[config.mk]
export PLATFORM = sky130hd
export DESIGN_NAME = uart_rx_deserializer
export DESIGN_NICKNAME = d
export VERILOG_FILES = /design/src/rtl/uart_rx_deserializer.sv
export SDC_FILE = /design/constraint.sdc
export NUM_CORES = 1
export LEC_CHECK = 0
export ABC_AREA = 0
export BUFFER_PORTS_ARGS = -buffer_cell sky130_fd_sc_hd__buf_2
export CAP_MARGIN = 30
export CORE_ASPECT_RATIO = 1.2
export CORE_MARGIN = 2
export CORE_UTILIZATION = 54
export DETAILED_ROUTE_END_ITERATION = 16
export PLACE_DENSITY = 0.83
export SLEW_MARGIN = 15
export SYNTH_ARGS = -nofsm -noshare
export SYNTH_HDL_FRONTEND = slang
export SYNTH_SLANG_ARGS = --single-unit
[constraint.sdc]
create_clock -name clk -period 3.3 [get_ports clk]
set_input_delay 0.99 -clock clk [delete_from_list [all_inputs] [get_ports clk]]
set_output_delay 0.99 -clock clk [all_outputs]
set_load 0.05 [all_outputs]
[src/rtl/uart_rx_deserializer.sv]
// UART receive front end: synchronises rx, validates the start bit, samples eight
// data bits LSB-first at mid-bit and checks the stop bit, emitting one-cycle strobes.
module uart_rx_deserializer #(
   parameter int CLOCK_SCALE_BITS = 16
) (
   input  logic                        clk,
   input  logic                        rst,
   input  logic [CLOCK_SCALE_BITS-1:0] cycles_per_bit,
   input  logic                        rx,
   output logic [7:0]                  data_out,
   output logic                        data_available,
   output logic                        frame_error
);

   localparam logic [2:0] ST_IDLE  = 3'd0;
   localparam logic [2:0] ST_START = 3'd1;
   localparam logic [2:0] ST_DATA  = 3'd2;
   localparam logic [2:0] ST_STOP  = 3'd3;
   localparam logic [2:0] ST_BREAK = 3'd4;

   localparam logic [CLOCK_SCALE_BITS-1:0] MIN_PERIOD = CLOCK_SCALE_BITS'(3);
   localparam logic [CLOCK_SCALE_BITS-1:0] ONE        = CLOCK_SCALE_BITS'(1);

   logic [1:0]                  sync_reg;
   logic                        rx_s;

   logic [2:0]                  state_reg, state_next;
   logic [CLOCK_SCALE_BITS-1:0] period_reg, period_next;
   logic [CLOCK_SCALE_BITS-1:0] count_reg, count_next;
   logic [2:0]                  bit_reg, bit_next;
   logic [7:0]                  sh_reg, sh_next;
   logic [7:0]                  data_reg, data_next;
   logic                        avail_reg, avail_next;
   logic                        ferr_reg, ferr_next;

   logic [CLOCK_SCALE_BITS-1:0] half;
   logic [CLOCK_SCALE_BITS-1:0] period_clamped;

   assign rx_s           = sync_reg[1];
   assign half           = period_reg >> 1;
   // Very short periods would leave no room between the mid-start and first data sample.
   assign period_clamped = (cycles_per_bit < MIN_PERIOD) ? MIN_PERIOD : cycles_per_bit;

   always_comb begin
      state_next  = state_reg;
      period_next = period_reg;
      count_next  = count_reg + ONE;
      bit_next    = bit_reg;
      sh_next     = sh_reg;
      data_next   = data_reg;
      avail_next  = 1'b0;
      ferr_next   = 1'b0;

      case (state_reg)
         ST_IDLE: begin
            count_next = '0;
            if (!rx_s) begin
               state_next  = ST_START;
               period_next = period_clamped;
            end
         end

         ST_START: begin
            if (count_reg == half) begin
               count_next = '0;
               if (!rx_s) begin
                  state_next = ST_DATA;
                  bit_next   = 3'd0;
               end else begin
                  state_next = ST_IDLE;
               end
            end
         end

         ST_DATA: begin
            if (count_reg == period_reg) begin
               count_next = '0;
               sh_next    = {rx_s, sh_reg[7:1]};
               bit_next   = bit_reg + 3'd1;
               if (bit_reg == 3'd7) begin
                  state_next = ST_STOP;
               end
            end
         end

         ST_STOP: begin
            // Returning to IDLE mid-stop-bit lets a back-to-back start edge be caught.
            if (count_reg == period_reg) begin
               count_next = '0;
               if (rx_s) begin
                  data_next  = sh_reg;
                  avail_next = 1'b1;
                  state_next = ST_IDLE;
               end else begin
                  ferr_next  = 1'b1;
                  state_next = ST_BREAK;
               end
            end
         end

         ST_BREAK: begin
            count_next = '0;
            if (rx_s) begin
               state_next = ST_IDLE;
            end
         end

         default: begin
            state_next = ST_IDLE;
            count_next = '0;
         end
      endcase
   end

   always_ff @(posedge clk) begin
      if (rst) begin
         sync_reg   <= 2'b11;
         state_reg  <= ST_IDLE;
         period_reg <= MIN_PERIOD;
         count_reg  <= '0;
         bit_reg    <= 3'd0;
         sh_reg     <= 8'h00;
         data_reg   <= 8'h00;
         avail_reg  <= 1'b0;
         ferr_reg   <= 1'b0;
      end else begin
         sync_reg   <= {sync_reg[0], rx};
         state_reg  <= state_next;
         period_reg <= period_next;
         count_reg  <= count_next;
         bit_reg    <= bit_next;
         sh_reg     <= sh_next;
         data_reg   <= data_next;
         avail_reg  <= avail_next;
         ferr_reg   <= ferr_next;
      end
   end

   assign data_out       = data_reg;
   assign data_available = avail_reg;
   assign frame_error    = ferr_reg;

endmodule

; ---- After elaboration in Yosys (flattened, before gate mapping)
; Index checks and enable logic that the tools add are counted.
[classes]
n_addsub = 2
muxes = 19
reduce_logical = 9
n_lt_le_gt_ge = 1
bitwise_logic = 3
n_eq_ne = 14
[ops]
columns = cell, n
row1 = $mux W16, 3
row2 = $pmux W16 S2, 1
row3 = $mux W3, 10
row4 = $add A16 B1 Y16 const B, 1
row5 = $eq A16 B15 Y1, 1
row6 = $eq A16 B16 Y1, 1
row7 = $lt A16 B2 Y1 const B, 1
row8 = $pmux W3 S5, 1
row9 = $ne A2 B2 Y1 const B, 7
row10 = $eq A3 B2 Y1 const B, 2
row11 = $eq A3 B3 Y1 const B, 2
row12 = $pmux W3 S2, 1
row13 = $reduce_and A6 Y1, 1
row14 = $reduce_and A2 Y1, 2
row15 = $reduce_and A4 Y1, 1
row16 = $add A3 B1 Y3 const B, 1
row17 = $eq A3 B1 Y1 const B, 1
row18 = $logic_not A3 Y1, 1
row19 = $not A1 Y1, 3
row20 = $reduce_and A3 Y1, 1
row21 = $reduce_or A3 Y1, 1
row22 = $mux W1, 2
row23 = $mux W2, 1
row24 = $reduce_bool A2 Y1, 1
row25 = $reduce_or A2 Y1, 1
[totals]
out_inout_bits = 10
regBits = 58
elab_cells = 57
in_bits = 19

; ---- Depth between registers and ports, before layout
[logic_depth]
depth_word = 4
depth_mapped = 7
depth_no_buf = 6

; ---- Worst setup path after synthesis
; OpenSTA, ideal clock, no wires.
[synth_timing]
kind = input port to flip-flop
start = input port rst
end = register count_reg[10]
n_path_buf = 2
setup_ps = 130
path_stages = 5
path_slack_ps = 1328
arrival_ps = 1842
t_required_ps = 3170
path_cell_list = clkbuf_1 nor2_1 o21ai_1 clkbuf_1 nor3_1
[synth_lines]
columns = element, line
row1 = from (decl), 7  ; input logic rst,
row2 = to (signal assigned), 130  ; count_reg <= count_next;
row3 = to (decl), 29  ; logic [CLOCK_SCALE_BITS-1:0] count_reg, count_next;

; ---- Worst setup path in the final report
[layout_timing]
start = register count_reg[8]
end = register state_reg[1]
[layout_via]
elab_chain_len = 3
[layout_rtl]
columns = element, line
row1 = $eq A16 B16 Y1 or $eq A16 B15 Y1 (tied branches), "76, 88, 64"
row2 = $ne A2 B2 Y1 (no line), n/a
row3 = $reduce_and A6 Y1 (no line) *, n/a
row4 = to (signal assigned), 128  ; state_reg <= state_next;
row5 = to (decl), 27  ; logic [2:0] state_reg, state_next;
; Mark *: on every way between the ends. The rest lies on a longest branch, timed or not.
; A chain may end at the register's enable or synchronous reset.

==> flow_summary.yaml <==
floorplanning:
  core_um2: 4900
  rows: 28
  pin_count: 29
  die-area_um2: 5650
  start_util: 0.557
  die_h_um: 81.9
  die_w_um: 68.9
logic_synthesis:
  yosys.area_share.simple: 0.241
  avgSynthCellArea_um2: 8.54
  synth_xor_area_frac: 0.144
  synth_mux_area_frac: 0.00733
  yosysMostFrequentCell: "dfxtp_1"
  synth-async-reset-ratio: 0
  synth_top_family_by_area: "simple AND/OR/NAND/NOR gates"
  syn-num-nets: 342
  yosys.area_share.adder: 0.0137
  yosysTopAreaCell: "dfxtp_1"
  synth_common_cells: "dfxtp_1 (58), xor2_1 (40), nand2_1 (38), a21oi_1 (34), nand3_1 (23)"
  synth_compound_area_frac: 0.128
  synth_enable_flop_cells: 0
  syn_area_um2: 2730
  yosysSeqAreaShare: 0.425
  synthTopCellsByArea: "dfxtp_1 (42%), xor2_1 (13%), a21oi_1 (6.2%)"
  ys_ff_latch: 58
  syn_inst: 320
  synth-warning-count: 0
  ys_types: 36
  synth_ff_type: "dfxtp_1"
  synth_top_area_frac: 0.425
worst_setup_path:
  start_kind: "flop"
  end_kind: "flop"
  setup.worst_path.class: "reg2reg"
  worstPathRequired_ns: 3.57
  ff2ff_setup_slack_ns: 1.07
  cp_max_fo: 23
  r2r_cells: 6
  crit_arrival_ns: 2.50
clock_tree:
  cts_tree: "yes"
  cts_buffers: 9
  h-tree-depth: 3
  cts_hold_buf: 0
  path_clk_slew_ns: 0.07
  clk_path_buf_depth: 2
  postCtsSetupBuffers: 0
  cts_sinks: 58
  cts_resized: 0
  clkLatencyLatePin_ns: 0.33
  cts_root_buffer: "clkbuf_8"
placement:
  hpwl_mm: 4.24
  numPortBuffers: 28
  place_area_um2: 2860
  gp_congestion: 0.814
layout:
  n_antenna_cell: 0
  fin_area_um2: 3100
  seqCellArea_um2: 1160
  layout-drive-gt1-share: 0.154
  final_nets: 361
  multi_input_area_um2: 1460
  utilization: 0.632
  fillCellCount: 431
  syn2layout_area_growth_pct: 13.5
sta:
  min_period_ns: 2.23
  clock-skew-final_ns: 0.00645
  relSlewSlack: 0.512
  worst_pin_slew_ns: 0.732
  hold_viol: 0
  setup_viol: 0
  rsz0062_at_grt: "false"
  tns_ns: 0
  period_share: 0.675
  max_freq_mhz: 449
  hold_slack_ns: 0.411
  maxSlewViolCount: 0
power_and_ir_drop:
  p_comb_frac: 0.043
  p_seq_frac: 0.463
  finalPower_uw: 1550
  ir_drop_mv: 0.361
  p_per_area_nw_per_um2: 500
  switchingPower_uw: 330
  p_sw_frac: 0.213
  leakage_uw: 0.00124
  pwr-share-clk: 0.493
  internal-power_uw: 1220
min_path:
  hold_depth: 1
  hp-class: "reg2reg"
detailed_routing:
  drtPass1Iterations: 4
  routed_wl_mm: 6.05
  vias_per_cell: 5.83
  vias: 2356
  antenna_left: 0
  wl_per_cell_um: 15.0
  drc: 0
  drt_iter0_markers: 156
grt:
  grt_pass1_vias: 2243
  grt_remaining_overflow: 0
  grt_pass1_wl_mm: 9.87
  antenna_found_initial: 0
  grt_max_degree: 45
  grt_usage: 0.237
flow_run:
  maxCapViolations: 0
run_status:
  status: "complete, no violations"
cells in the final DEF (no fill, tap or decap), drive strengths merged, types with 6 or more instances in the layout:
cell type,netlist,layout
dfxtp,58,58
xor2,40,40
nand2,38,38
a21oi,34,34
buf,6,31
nand3,23,23
o21ai,18,18
nor3,17,17
nor4,13,13
clkbuf,17,12
nor2,7,7
nand4,6,6
area by class of cell:
class / count / area share
repair buffers: 31 / 0.0525
well taps: 60 / 0.0242
clock inverters: 4 / 0.0234
multi-input cells: 238 / 0.471
flip-flops and latches: 58 / 0.374
clock buffers: 12 / 0.0533
inverters: 1 / 0.00121
final timing paths:
kind,from,to
hold reg to reg,sync_reg[0]$_SDFF_PP1_,sync_reg[1]$_SDFF_PP1_
hold / removal,sync_reg[0]$_SDFF_PP1_,sync_reg[1]$_SDFF_PP1_
setup / recovery,count_reg[8]$_SDFF_PP0_,state_reg[1]$_SDFFE_PP0P_
setup reg to reg,count_reg[8]$_SDFF_PP0_,state_reg[1]$_SDFFE_PP0P_
kinds of logic after synthesis:
group,count (synthesis)
flip-flops,58
buffers and inverters,24
AND/OR/NAND/NOR,126
adder cells (fa/ha/maj),3
XOR/XNOR,45
multiplexers,2
AO/OA/AOI/OAI,62
critical path, cell delays in order (launching register included):
cell and delay [ns]:
dfxtp_1 0.50, xor2_1 0.14, nor4_1 0.36, nand4_1 0.16, buf_4 0.24, a22oi_4 0.51
a32o_1 0.25
stage by stage:
stage	std cells	setup slack, ns
detailed placement	388	1.06
global route	404	0.965
floorplan	320	1.33
CTS	404	1.14
global placement	388	1.09
finish	404	1.07
per-layer routing:
| metal | up-vias | routed length [um] | track usage | part of all wire |
|---|---|---|---|---|
| li1 | 1167 | - | - | - |
| met1 | 1112 | 2470 | 0.260 | 0.41 |
| met2 | 61 | 3180 | 0.413 | 0.53 |
| met3 | 16 | 238 | 0.0644 | 0.039 |
| met4 | 0 | 162 | 0.116 | 0.027 |
| met5 | - | 0 | 0 | 0 |
power groups by stage:
stage | sequential [uW] | combinational (uW) | clock [uW]
5_1_grt | 719 | 74.1 | 806
3_3_place_gp | 734 | 64.5 | 0
4_1_cts | 719 | 66.9 | 776
3_5_place_dp | 734 | 66.1 | 0
2_1_floorplan | 730 | 46.4 | 0
6_report | 719 | 67.0 | 765
(Power assumes the default switching activity.)
